$ cat config.mk
export PLATFORM = sky130hd
export DESIGN_NAME = dcache_wb_buffer_flat
export DESIGN_NICKNAME = d
export VERILOG_FILES = /design/src/rtl/dcache_wb_buffer_pkg.sv /design/src/rtl/dcache_wb_buffer_if.sv /design/src/rtl/dcache_wb_buffer_wb_addr_match.sv /design/src/rtl/dcache_wb_buffer.sv /design/src/flat_wrapper.sv
export SDC_FILE = /design/constraint.sdc
export NUM_CORES = 2
export LEC_CHECK = 0
export BUFFER_PORTS_ARGS = -buffer_cell sky130_fd_sc_hd__buf_2
export CORE_MARGIN = 3
export CORE_UTILIZATION = 30
export DETAILED_ROUTE_END_ITERATION = 12
export GPL_TIMING_DRIVEN = 0
export PLACE_DENSITY = 0.55
export SLEW_MARGIN = 20
export SYNTH_ARGS = -nofsm -noshare
export SYNTH_HDL_FRONTEND = slang
export SYNTH_SLANG_ARGS = --single-unit
export TNS_END_PERCENT = 20
$ cat constraint.sdc
create_clock -name clk -period 5.5 [get_ports clk]
set_input_delay 0.825 -clock clk [delete_from_list [all_inputs] [get_ports clk]]
set_output_delay 0.825 -clock clk [all_outputs]
set_load 0.01 [all_outputs]
$ cat src/rtl/dcache_wb_buffer_pkg.sv
// Shared data-cache definitions used by the write-back buffer.
package dcache_wb_buffer_pkg;

    localparam int unsigned DCACHE_ADDR_WIDTH  = 32;
    localparam int unsigned DCACHE_LINE_WIDTH  = 128;
    localparam int unsigned DCACHE_OFFSET_BITS = $clog2(DCACHE_LINE_WIDTH / 8);
    localparam int unsigned DCACHE_WB_DEPTH    = 4;

    typedef struct packed {
        logic                         valid;
        logic [DCACHE_ADDR_WIDTH-1:0] addr;
        logic [DCACHE_LINE_WIDTH-1:0] data;
    } type_wb_entry_s;

    typedef enum logic [1:0] {
        WB_IDLE,
        WB_FILL,
        WB_DRAIN
    } type_wb_state_e;

endpackage

$ cat src/rtl/dcache_wb_buffer_if.sv
// Cache-side and memory-side signals of the write-back buffer; slave = buffer, master = environment.
interface dcache_wb_buffer_if #(
    parameter int unsigned ADDR_W = 32,
    parameter int unsigned LINE_W = 128
);
    logic              wb_push_i;
    logic [ADDR_W-1:0] dcache2mem_addr_i;
    logic [LINE_W-1:0] dcache2mem_data_i;
    logic              wb_full_o;
    logic              wb_empty_o;
    logic              fill_req_i;
    logic [ADDR_W-1:0] fill_addr_i;
    logic              fill_ack_o;
    logic [LINE_W-1:0] fill_data_o;
    logic              mem_req_o;
    logic              mem_wr_o;
    logic [ADDR_W-1:0] mem_addr_o;
    logic [LINE_W-1:0] mem_wdata_o;
    logic [LINE_W-1:0] mem_rdata_i;
    logic              mem_ack_i;

    modport slave (
        input  wb_push_i, dcache2mem_addr_i, dcache2mem_data_i, fill_req_i, fill_addr_i,
               mem_rdata_i, mem_ack_i,
        output wb_full_o, wb_empty_o, fill_ack_o, fill_data_o, mem_req_o, mem_wr_o,
               mem_addr_o, mem_wdata_o
    );

    modport master (
        output wb_push_i, dcache2mem_addr_i, dcache2mem_data_i, fill_req_i, fill_addr_i,
               mem_rdata_i, mem_ack_i,
        input  wb_full_o, wb_empty_o, fill_ack_o, fill_data_o, mem_req_o, mem_wr_o,
               mem_addr_o, mem_wdata_o
    );
endinterface

$ cat src/rtl/dcache_wb_buffer_wb_addr_match.sv
// DEPTH-wide line-tag compare; on several hits the entry closest to newest_i wins.
module dcache_wb_buffer_wb_addr_match #(
    parameter int unsigned DEPTH = 4,
    parameter int unsigned TAG_W = 28,
    parameter int unsigned PTR_W = $clog2(DEPTH)
) (
    input  logic [DEPTH-1:0]            valid_i,
    input  logic [DEPTH-1:0][TAG_W-1:0] tag_i,
    input  logic [TAG_W-1:0]            query_i,
    input  logic [PTR_W-1:0]            newest_i,
    output logic                        hit_o,
    output logic [PTR_W-1:0]            idx_o
);
    logic [PTR_W-1:0] pos;

    always_comb begin
        hit_o = 1'b0;
        idx_o = '0;
        pos   = '0;
        for (int unsigned i = 0; i < DEPTH; i++) begin
            pos = newest_i - PTR_W'(i);
            if (!hit_o && valid_i[pos] && (tag_i[pos] == query_i)) begin
                hit_o = 1'b1;
                idx_o = pos;
            end
        end
    end
endmodule

$ cat src/rtl/dcache_wb_buffer.sv
// Write-back buffer: queues evicted lines, arbitrates the memory port between fills and drains.
// Define DCACHE_WB_FWD_EN to serve fills that hit a queued line directly from the buffer.
module dcache_wb_buffer
    import dcache_wb_buffer_pkg::*;
#(
    parameter int unsigned DEPTH  = DCACHE_WB_DEPTH,
    parameter int unsigned ADDR_W = DCACHE_ADDR_WIDTH,
    parameter int unsigned LINE_W = DCACHE_LINE_WIDTH
) (
    input logic                clk,
    input logic                rst_n,
    dcache_wb_buffer_if.slave  bus
);
    localparam int unsigned PTR_W = $clog2(DEPTH);
    localparam int unsigned CNT_W = PTR_W + 1;
    localparam int unsigned OFF   = DCACHE_OFFSET_BITS;
    localparam int unsigned TAG_W = ADDR_W - OFF;

    logic [DEPTH-1:0]              valid_q;
    logic [DEPTH-1:0][TAG_W-1:0]   tag_q;
    logic [DEPTH-1:0][LINE_W-1:0]  data_q;
    logic [PTR_W-1:0]              head_q, tail_q;
    logic [CNT_W-1:0]              count_q, count_d;
    type_wb_state_e                state_q;

    logic              wb_full_q, wb_empty_q, fill_ack_q, mem_req_q, mem_wr_q;
    logic [LINE_W-1:0] fill_data_q, mem_wdata_q;
    logic [ADDR_W-1:0] mem_addr_q;

    logic [DEPTH-1:0]  head_mask;
    logic              push_hit, fill_hit;
    logic [PTR_W-1:0]  push_idx, fill_idx;
    logic              full, push_coal, push_alloc, drain_done;
    logic              fill_new, fill_fwd, fill_start, drain_start;
    logic [LINE_W-1:0] drain_data, fill_fwd_data;

    // The line being written to memory must not absorb new data; a push to it allocates afresh.
    always_comb begin
        head_mask = '0;
        if (state_q == WB_DRAIN) head_mask[head_q] = 1'b1;
    end

    dcache_wb_buffer_wb_addr_match #(
        .DEPTH (DEPTH),
        .TAG_W (TAG_W),
        .PTR_W (PTR_W)
    ) u_push_match (
        .valid_i  (valid_q & ~head_mask),
        .tag_i    (tag_q),
        .query_i  (bus.dcache2mem_addr_i[ADDR_W-1:OFF]),
        .newest_i (tail_q - PTR_W'(1)),
        .hit_o    (push_hit),
        .idx_o    (push_idx)
    );

    dcache_wb_buffer_wb_addr_match #(
        .DEPTH (DEPTH),
        .TAG_W (TAG_W),
        .PTR_W (PTR_W)
    ) u_fill_match (
        .valid_i  (valid_q),
        .tag_i    (tag_q),
        .query_i  (bus.fill_addr_i[ADDR_W-1:OFF]),
        .newest_i (tail_q - PTR_W'(1)),
        .hit_o    (fill_hit),
        .idx_o    (fill_idx)
    );

    always_comb begin
        full       = (count_q == CNT_W'(DEPTH));
        push_coal  = bus.wb_push_i && push_hit;
        push_alloc = bus.wb_push_i && !push_hit && !full;
        drain_done = (state_q == WB_DRAIN) && bus.mem_ack_i;
        count_d    = count_q + CNT_W'(push_alloc) - CNT_W'(drain_done);
        // fill_req_i is still high in the cycle fill_ack_o is shown; do not restart it.
        fill_new   = bus.fill_req_i && !fill_ack_q && (state_q != WB_FILL);
`ifdef DCACHE_WB_FWD_EN
        fill_fwd   = fill_new && fill_hit;
`else
        fill_fwd   = 1'b0;
`endif
        fill_start  = (state_q == WB_IDLE) && fill_new && !fill_hit && !full;
        drain_start = (state_q == WB_IDLE) && !fill_start && (count_q != '0);
        drain_data  = (push_coal && (push_idx == head_q)) ? bus.dcache2mem_data_i
                                                          : data_q[head_q];
        fill_fwd_data = data_q[fill_idx];
    end

    always_ff @(posedge clk) begin
        if (!rst_n) begin
            valid_q     <= '0;
            tag_q       <= '0;
            data_q      <= '0;
            head_q      <= '0;
            tail_q      <= '0;
            count_q     <= '0;
            state_q     <= WB_IDLE;
            wb_full_q   <= 1'b0;
            wb_empty_q  <= 1'b1;
            fill_ack_q  <= 1'b0;
            fill_data_q <= '0;
            mem_req_q   <= 1'b0;
            mem_wr_q    <= 1'b0;
            mem_addr_q  <= '0;
            mem_wdata_q <= '0;
        end else begin
            fill_ack_q <= 1'b0;
            if (push_alloc) begin
                valid_q[tail_q] <= 1'b1;
                tag_q[tail_q]   <= bus.dcache2mem_addr_i[ADDR_W-1:OFF];
                data_q[tail_q]  <= bus.dcache2mem_data_i;
                tail_q          <= tail_q + PTR_W'(1);
            end
            if (push_coal) data_q[push_idx] <= bus.dcache2mem_data_i;
            if (drain_done) begin
                valid_q[head_q] <= 1'b0;
                head_q          <= head_q + PTR_W'(1);
            end
            count_q    <= count_d;
            wb_full_q  <= (count_d == CNT_W'(DEPTH));
            wb_empty_q <= (count_d == '0);
            if (fill_fwd) begin
                fill_ack_q  <= 1'b1;
                fill_data_q <= fill_fwd_data;
            end

            unique case (state_q)
                WB_IDLE: begin
                    if (fill_start) begin
                        state_q    <= WB_FILL;
                        mem_req_q  <= 1'b1;
                        mem_wr_q   <= 1'b0;
                        mem_addr_q <= {bus.fill_addr_i[ADDR_W-1:OFF], {OFF{1'b0}}};
                    end else if (drain_start) begin
                        state_q     <= WB_DRAIN;
                        mem_req_q   <= 1'b1;
                        mem_wr_q    <= 1'b1;
                        mem_addr_q  <= {tag_q[head_q], {OFF{1'b0}}};
                        mem_wdata_q <= drain_data;
                    end
                end
                WB_FILL: begin
                    if (bus.mem_ack_i) begin
                        state_q     <= WB_IDLE;
                        mem_req_q   <= 1'b0;
                        fill_ack_q  <= 1'b1;
                        fill_data_q <= bus.mem_rdata_i;
                    end
                end
                WB_DRAIN: begin
                    if (bus.mem_ack_i) begin
                        state_q   <= WB_IDLE;
                        mem_req_q <= 1'b0;
                        mem_wr_q  <= 1'b0;
                    end
                end
                default: state_q <= WB_IDLE;
            endcase
        end
    end

    assign bus.wb_full_o   = wb_full_q;
    assign bus.wb_empty_o  = wb_empty_q;
    assign bus.fill_ack_o  = fill_ack_q;
    assign bus.fill_data_o = fill_data_q;
    assign bus.mem_req_o   = mem_req_q;
    assign bus.mem_wr_o    = mem_wr_q;
    assign bus.mem_addr_o  = mem_addr_q;
    assign bus.mem_wdata_o = mem_wdata_q;
endmodule

$ cat src/flat_wrapper.sv
// flat-port wrapper written by rule: the top's interface ports become plain ports
module dcache_wb_buffer_flat import dcache_wb_buffer_pkg::*;
#(
    parameter int unsigned DEPTH  = DCACHE_WB_DEPTH,
    parameter int unsigned ADDR_W = DCACHE_ADDR_WIDTH,
    parameter int unsigned LINE_W = DCACHE_LINE_WIDTH
)
  (clk, rst_n, bus_wb_push_i, bus_dcache2mem_addr_i, bus_dcache2mem_data_i, bus_fill_req_i, bus_fill_addr_i, bus_mem_rdata_i, bus_mem_ack_i, bus_wb_full_o, bus_wb_empty_o, bus_fill_ack_o, bus_fill_data_o, bus_mem_req_o, bus_mem_wr_o, bus_mem_addr_o, bus_mem_wdata_o);
  dcache_wb_buffer_if #(.ADDR_W(ADDR_W), .LINE_W(LINE_W)) bus_i ();
  input logic clk;
  input logic rst_n;
  input wire logic [$bits(bus_i.wb_push_i)-1:0] bus_wb_push_i;
  input wire logic [$bits(bus_i.dcache2mem_addr_i)-1:0] bus_dcache2mem_addr_i;
  input wire logic [$bits(bus_i.dcache2mem_data_i)-1:0] bus_dcache2mem_data_i;
  input wire logic [$bits(bus_i.fill_req_i)-1:0] bus_fill_req_i;
  input wire logic [$bits(bus_i.fill_addr_i)-1:0] bus_fill_addr_i;
  input wire logic [$bits(bus_i.mem_rdata_i)-1:0] bus_mem_rdata_i;
  input wire logic [$bits(bus_i.mem_ack_i)-1:0] bus_mem_ack_i;
  output wire logic [$bits(bus_i.wb_full_o)-1:0] bus_wb_full_o;
  output wire logic [$bits(bus_i.wb_empty_o)-1:0] bus_wb_empty_o;
  output wire logic [$bits(bus_i.fill_ack_o)-1:0] bus_fill_ack_o;
  output wire logic [$bits(bus_i.fill_data_o)-1:0] bus_fill_data_o;
  output wire logic [$bits(bus_i.mem_req_o)-1:0] bus_mem_req_o;
  output wire logic [$bits(bus_i.mem_wr_o)-1:0] bus_mem_wr_o;
  output wire logic [$bits(bus_i.mem_addr_o)-1:0] bus_mem_addr_o;
  output wire logic [$bits(bus_i.mem_wdata_o)-1:0] bus_mem_wdata_o;
  assign bus_i.wb_push_i = bus_wb_push_i;
  assign bus_i.dcache2mem_addr_i = bus_dcache2mem_addr_i;
  assign bus_i.dcache2mem_data_i = bus_dcache2mem_data_i;
  assign bus_i.fill_req_i = bus_fill_req_i;
  assign bus_i.fill_addr_i = bus_fill_addr_i;
  assign bus_i.mem_rdata_i = bus_mem_rdata_i;
  assign bus_i.mem_ack_i = bus_mem_ack_i;
  assign bus_wb_full_o = bus_i.wb_full_o;
  assign bus_wb_empty_o = bus_i.wb_empty_o;
  assign bus_fill_ack_o = bus_i.fill_ack_o;
  assign bus_fill_data_o = bus_i.fill_data_o;
  assign bus_mem_req_o = bus_i.mem_req_o;
  assign bus_mem_wr_o = bus_i.mem_wr_o;
  assign bus_mem_addr_o = bus_i.mem_addr_o;
  assign bus_mem_wdata_o = bus_i.mem_wdata_o;
  dcache_wb_buffer #(.DEPTH(DEPTH), .ADDR_W(ADDR_W), .LINE_W(LINE_W)) u_core (.clk(clk), .rst_n(rst_n), .bus(bus_i));
endmodule
Word level (Yosys, flattened, before mapping)
Cells that the tools add are included.
Widths: inputs -> output; s select.

word-level totals
  register bits after elaboration = 930
  output and inout bits = 293
  logic and storage cells = 190

operators by class
  add/subtract/negate cells = 8
  order comparisons = 10
  equal/unequal tests = 17
  muxes and demuxes = 74
  bitwise gates (word level) = 6
  reduce and logical (&&, ||, !) cells = 54

operator list
  operator            count
  $mux 512            3
  $bwmux 512          2
  $demux 128 s2       2
  $mux 128            4
  $bmux 28 s2         5
  $bmux 128 s2        1
  $eq 28x28->1        8
  $mux 28             6
  $bwmux 112          1
  $mux 32             2
  $demux 28 s2        1
  $logic_and 1x1->1   29
  $mux 1              23
  $lt 2x3->1 const B  7
  $bmux 1 s2          8
  $mux 4              4
  $mux 2              7
  $logic_not 1->1     11
  $reduce_and 3->1    3
  $and 4x4->4         2
  $not 4->4           2
  $reduce_and 2->1    4
  $eq 3x3->1 const B  2
  $ge 2x1->1 const B  3
  other kinds (21)    29

Depth between registers and ports, before layout
  depth in word-level cells = 30
  mapped depth = 28
  gate-level depth less buffers = 16

Cells and area by module
Synthesis repeated with hierarchy kept, for this count alone.

unflattened totals
  cell total of the unflattened synthesis = 5240
  area total of the unflattened synthesis = 45730.1 um2

modules (own cells, without submodules)
  module                          instances  cells an instance  area each (um2)
  dcache_wb_buffer                1          4176               37272.0
  dcache_wb_buffer_wb_addr_match  2          532                4229.1

Worst setup path before layout
OpenSTA, ideal clock, no wires.

  kind = register -> register
  start = register u_core.tail_q[0]
  end = register u_core.wb_full_q (netlist: u_core.bus.wb_full_o)
  data arrival time = 5389 ps
  data required time = 5420 ps
  setup slack = 31 ps
  cell stages (with the launch flop) = 25
  path buffers = 9
  path through = dfxtp_1 > buf_6 > buf_6 > buf_6 > buf_6 > buf_2 > buf_2 > inv_1 > ha_1 > buf_2 > buf_1 > mux4_2 > xnor2_1 > nand4_1 > or4_1 > nor2_1 > nor4_2 > and2_0 > clkbuf_1 > ha_1 > fa_1 > xnor2_1 > xnor2_1 > and2_1 > nor3b_1

on the way
  cells in the longest elaborated chain, start to end = 24

RTL lines
  item                                 RTL line                              RTL
  from (decl)                          dcache_wb_buffer.sv:22                logic [PTR_W-1:0] head_q, tail_q;
  from (signal assigned)               dcache_wb_buffer.sv:112               tail_q <= tail_q + PTR_W'(1);
  $sub 2x1->2 *                        --
  via u_core.u_fill_match.newest_i[0]  dcache_wb_buffer_wb_addr_match.sv:10  input logic [PTR_W-1:0] newest_i,
  $bmux 28 s2                          dcache_wb_buffer_wb_addr_match.sv:22  if (!hit_o && valid_i[pos] && (tag_i[pos] == query_i)) begin
  $mux 28 (not written as such)        dcache_wb_buffer_wb_addr_match.sv:22
  $eq 28x28->1                         dcache_wb_buffer_wb_addr_match.sv:22
  $logic_and 1x1->1                    dcache_wb_buffer_wb_addr_match.sv:22
  $mux 1                               dcache_wb_buffer_wb_addr_match.sv:22
  $logic_not 1->1                      dcache_wb_buffer_wb_addr_match.sv:22
  [7 not listed]                       --
  $logic_not 1->1                      dcache_wb_buffer_wb_addr_match.sv:22
  $logic_and 1x1->1 (2 in a row)       dcache_wb_buffer_wb_addr_match.sv:22
  $mux 1 *                             dcache_wb_buffer_wb_addr_match.sv:22
  $logic_not 1->1 *                    dcache_wb_buffer.sv:72                push_alloc = bus.wb_push_i && !push_hit && !full;
  $logic_and 1x1->1 * (2 in a row)     dcache_wb_buffer.sv:72
  $add 3x1->3 *                        dcache_wb_buffer.sv:74                count_d = count_q + CNT_W'(push_alloc) - CNT_W'(drain_done);
  $sub 3x1->3 *                        dcache_wb_buffer.sv:74
  $eq 3x3->1 *                         dcache_wb_buffer.sv:120               wb_full_q <= (count_d == CNT_W'(DEPTH));
  to (signal assigned)                 dcache_wb_buffer.sv:120
  to (decl)                            dcache_wb_buffer.sv:26                logic wb_full_q, wb_empty_q, fill_ack_q, mem_req_q, mem_wr_q;

The timed path passes the listed nets; every way through them passes the cells marked *. The select of a mux whose other input is x is not followed.
A chain may end at the register's enable or synchronous reset.

Final worst setup path
  start = register u_core.tail_q[0]
  end = register u_core.mem_wdata_q[24] (netlist: u_core.bus.mem_wdata_o[24])

on the way
  cells in the longest elaborated chain, start to end = 25

RTL lines
  item                            RTL line                                        RTL
  $sub 2x1->2 *                   dcache_wb_buffer.sv:51, dcache_wb_buffer.sv:64
  $bmux 28 s2                     dcache_wb_buffer_wb_addr_match.sv:22
  $mux 28 (not written as such)   dcache_wb_buffer_wb_addr_match.sv:22
  $eq 28x28->1                    dcache_wb_buffer_wb_addr_match.sv:22
  $logic_and 1x1->1               dcache_wb_buffer_wb_addr_match.sv:22
  $mux 1                          dcache_wb_buffer_wb_addr_match.sv:22
  $logic_not 1->1                 dcache_wb_buffer_wb_addr_match.sv:22
  $logic_and 1x1->1 (2 in a row)  dcache_wb_buffer_wb_addr_match.sv:22
  [5 not listed]                  --
  $logic_not 1->1                 dcache_wb_buffer_wb_addr_match.sv:22
  $logic_and 1x1->1 (2 in a row)  dcache_wb_buffer_wb_addr_match.sv:22
  $mux 1                          dcache_wb_buffer_wb_addr_match.sv:22
  $logic_not 1->1                 dcache_wb_buffer.sv:82                          fill_start = (state_q == WB_IDLE) && fill_new && !fill_hit && !full;
  $logic_and 1x1->1 (2 in a row)  dcache_wb_buffer.sv:82
  $logic_not 1->1                 dcache_wb_buffer.sv:83                          drain_start = (state_q == WB_IDLE) && !fill_start && (count_q != '0);
  $logic_and 1x1->1 (2 in a row)  dcache_wb_buffer.sv:83
  $reduce_and 3->1 (no line)      --
  to (signal assigned)            dcache_wb_buffer.sv:139                         mem_wdata_q <= drain_data;
  to (decl)                       dcache_wb_buffer.sv:27                          logic [LINE_W-1:0] fill_data_q, mem_wdata_q;

Every way passes the cells marked *; elsewhere a longest branch is shown, timed or not. The select of a mux whose other input is x is not followed.

==> impl_metrics.yaml <==
die:
  start_util: 0.303
  io_pins: 618
  dieArea_sq_mm: 0.150
  coreArea_sq_mm: 0.144
  fp.dieW_um: 387
  dieHeight_um: 387
  rows: 139
timing:
  finalHoldViolCount: 0
  setup_ws_ns: 0.139
  max_clock_freq_mhz: 187
  timing.hold.ws_ns: 0.346
  setup_viol: 0
  worst_pin_slew_ns: 1.20
  slew_violations: 0
  max-slew-margin-rel: 0.203
  fin_worst_skew_ns: 0.0534
  tns_ns: 0
  period_share: 0.975
  period_needed_ns: 5.36
pwr:
  pwr-share-comb: 0.322
  seq_power_share: 0.352
  p_sw_frac: 0.348
  power.switching_mw: 7.76
  ir_drop_v: 0.000254
  power_density_mw_per_mm2: 411
  p_leak_nw: 23.8
  power.internal_mw: 14.5
  clkPwrFrac: 0.325
synthesis:
  ys_ff_latch: 926
  syn_avg_cell_area_sq_um: 10.4
  ys_top_cells_by_count: "926 x dfxtp_1, 758 x mux2i_1, 676 x nor2_1, 306 x nand2_1, 214 x mux4_2"
  async_reset_ff_frac: 0
  synthesis.instances: 4191
  synth_cell_types: 64
  synth_top_cell_by_area: "dfxtp_1"
  synth_top_area_frac: 0.426
  ys_warn_count: 0
  ys.flop_type: "dfxtp_1"
  synth.most_common_cell: "dfxtp_1"
  syn_area_sq_mm: 0.0435
  yosysSeqAreaShare: 0.426
  ys_top_cells_by_area: "dfxtp_1 43%, mux2i_1 17%, mux4_2 11%"
  synth_edf_count: 0
critical_path:
  path_class: "reg2reg"
  cpLargestDelayFamily: "buffers and inverters"
  crit_buf_inv: 9
  arrival_ns: 5.97
  cp-end-kind: "flip-flop"
  max_stage_delay_ns: 0.45
  start_kind: "flip-flop"
  crit_required_ns: 6.11
  crit_slowest_cell: "buf_2"
  crit_fanout: 10
  worstPathCellList: "buf_12 -> buf_4 -> buf_6 -> buf_2 -> buf_4 -> mux2i_1 -> mux2i_1 -> xnor2_1 -> nand4_1 -> nor4_2 -> nand4_1 -> nand4b_1 -> buf_6 -> a31oi_2 -> clkbuf_2 -> buf_12 -> clkbuf_4 -> and2_1 -> a221o_1"
placement:
  port_buffers: 553
  gp_congestion: 1.02
  place_area_sq_mm: 0.0488
  dp_hpwl_mm: 133
  pre_cts_ws_ns: -3.05
cts:
  ctsRootBufferMaster: "clkbuf_16"
  clk_pin_slew_worst_paths_ns: 0.06
  cts-hold-fix-buffers: 0
  cts-buffers-inserted: 105
  clock_latency_ns: 0.73
  cts_max_path_buffers: 3
  clock_sinks: 926
  htree_num_levels: 3
  cts_tree: "yes"
global_route:
  grt_util_all_layers: 0.227
  grt_first_pass_wirelength_mm: 251
  grt-ovfl-total: 0
  grt_pass1_vias: 34700
  antenna_found_initial: 57
  grt_max_degree: 20
detailed_routing:
  via_per_inst: 5.16
  vias: 35600
  drc: 0
  first_pass_iters: 7
  finalWirelength_mm: 177
  drtIter0Drc: 2616
  wl_per_cell_um: 25.7
  ant_nets: 0
run:
  maxCapViolCount: 0
finish:
  final_area_sq_mm: 0.0541
  drive_gt1_frac: 0.253
  finalNetCount: 5218
  final.fill_count: 14500
  utilization: 0.376
  syn_to_final_growth_pct: 24.3
outcome:
  status: "complete, no violations"
worst_hold_path:
  hp-class: "in2reg"
[what timing repair did]
| item | 4_1_cts | 5_1_grt |
|---|---|---|
| pin swaps | 12 | 14 |
| resized for setup | 245 | 84 |
| gates cloned | 1 | 2 |
| buffers inserted | 23 | 3 |
| endpoints found under the setup margin | 795 | 678 |
[power groups by stage]
stage          clock [mW]  combinational (mW)  sequential, mW
3_5_place_dp            0                6.56            7.96
3_3_place_gp            0                6.50            7.94
6_report             7.24                7.17            7.84
5_1_grt              7.65                7.57            7.92
4_1_cts              7.42                7.04            7.83
2_1_floorplan           0                3.95            7.98
[final timing paths]
check | startpoint | end | slack [ns] | depth (start not counted)
max reg2reg | u_core.tail_q[0]$_SDFFE_PN0N_ | u_core.bus.mem_wdata_o[24]$_SDFFE_PN0P_ | 0.14 | 19
max | u_core.tail_q[0]$_SDFFE_PN0N_ | u_core.bus.mem_wdata_o[24]$_SDFFE_PN0P_ | 0.14 | 19
min reg2reg | u_core.bus.fill_data_o[77]$_SDFFE_PN0P_ | u_core.bus.fill_data_o[77]$_SDFFE_PN0P_ | 0.45 | 2
min | bus_mem_rdata_i[70] | u_core.bus.fill_data_o[70]$_SDFFE_PN0P_ | 0.35 | 3
[routing by layer]
layer,up-vias,track usage,share of wire
met4,20,0.0805,0.032
met3,289,0.0538,0.072
met5,-,0,0.00072
li1,16200,-,-
met1,17900,0.311,0.45
met2,1203,0.348,0.44
[metrics by stage]
stage | cells | total power, mW
floorplan | 4194 | 11.9
global placement | 6650 | 14.4
detailed placement | 6652 | 14.5
CTS | 6866 | 22.3
global route | 6875 | 23.1
finish | 6896 | 22.3
[worst reg2reg max path, delay by kind of cell, from the launching register on]
kind	cells	cell delay [ns]
buffers and inverters	9	2.31
AOI/OAI and AO/OA	2	0.41
DFF	1	0.38
and+or+nand+nor	5	1.12
xor gates and xnor gates	1	0.36
muxes	2	0.68
[kinds of logic (layout without fill, tap and decap cells)]
family | after synthesis | count (layout) | share of synthesized area
and+or+nand+nor | 1264 | 1264 | 0.126
buffers and inverters | 385 | 1156 | 0.0420
xor gates and xnor gates | 244 | 244 | 0.0494
other | 1 | 32 | 0.0000862
AOI/OAI and AO/OA | 356 | 356 | 0.0599
DFF | 926 | 926 | 0.426
muxes | 1001 | 1001 | 0.293
adders and majority gates | 14 | 14 | 0.00420
[cells in the final DEF (no fill, tap or decap), drive strengths merged, types with 4 or more instances in the layout]
| cell | count |
|---|---|
| a211oi | 30 |
| o21ai | 20 |
| a32o | 4 |
| mux4 | 214 |
| or4 | 6 |
| mux2i | 760 |
| nor3 | 12 |
| clkbuf | 359 |
| nand2 | 306 |
| clkinv | 26 |
| o31ai | 4 |
| nand3 | 18 |
| a31oi | 4 |
| xor2 | 83 |
| a21oi | 144 |
| diode | 28 |
| nor4 | 18 |
| nor2 | 676 |
| conb | 4 |
| and3 | 9 |
| nand2b | 5 |
| xnor2 | 160 |
| buf | 738 |
| nor3b | 4 |
| nand4b | 4 |
| and2 | 135 |
| dfxtp | 926 |
| clkinvlp | 5 |
| nor2b | 10 |
| a221o | 127 |
| mux2 | 27 |
| inv | 20 |
| bufinv | 7 |
| ha | 13 |
| o2111ai | 6 |
| nand4 | 49 |
[sequential cells by signal (all words and copies together) (netlist names)]
name                    count
u_core.bus.mem_wdata_o    128
u_core.bus.mem_addr_o      28
u_core.bus.mem_wr_o         1
u_core.bus.mem_req_o        1
u_core.tail_q               2
u_core.bus.fill_ack_o       1
u_core.head_q               2
u_core.count_q              3
u_core.state_q              2
u_core.bus.wb_full_o        1
u_core.bus.fill_data_o    128
u_core.data_q             512
u_core.bus.wb_empty_o       1
u_core.valid_q              4
u_core.tag_q              112
[area by class of cell]
type,instances,area [sq um],share of cell area
multi-input combinational,2883,24000,0.443
clock inverter,42,498,0.00920
buffer,362,2380,0.0440
clock buffer,151,3070,0.0568
inverter,16,66.3,0.00123
tap,1903,2380,0.0440
timing repair buffer,585,3150,0.0581
sequential,926,18500,0.343
antenna,28,70.1,0.00129
Note: power is estimated with default switching activity, not from simulation.
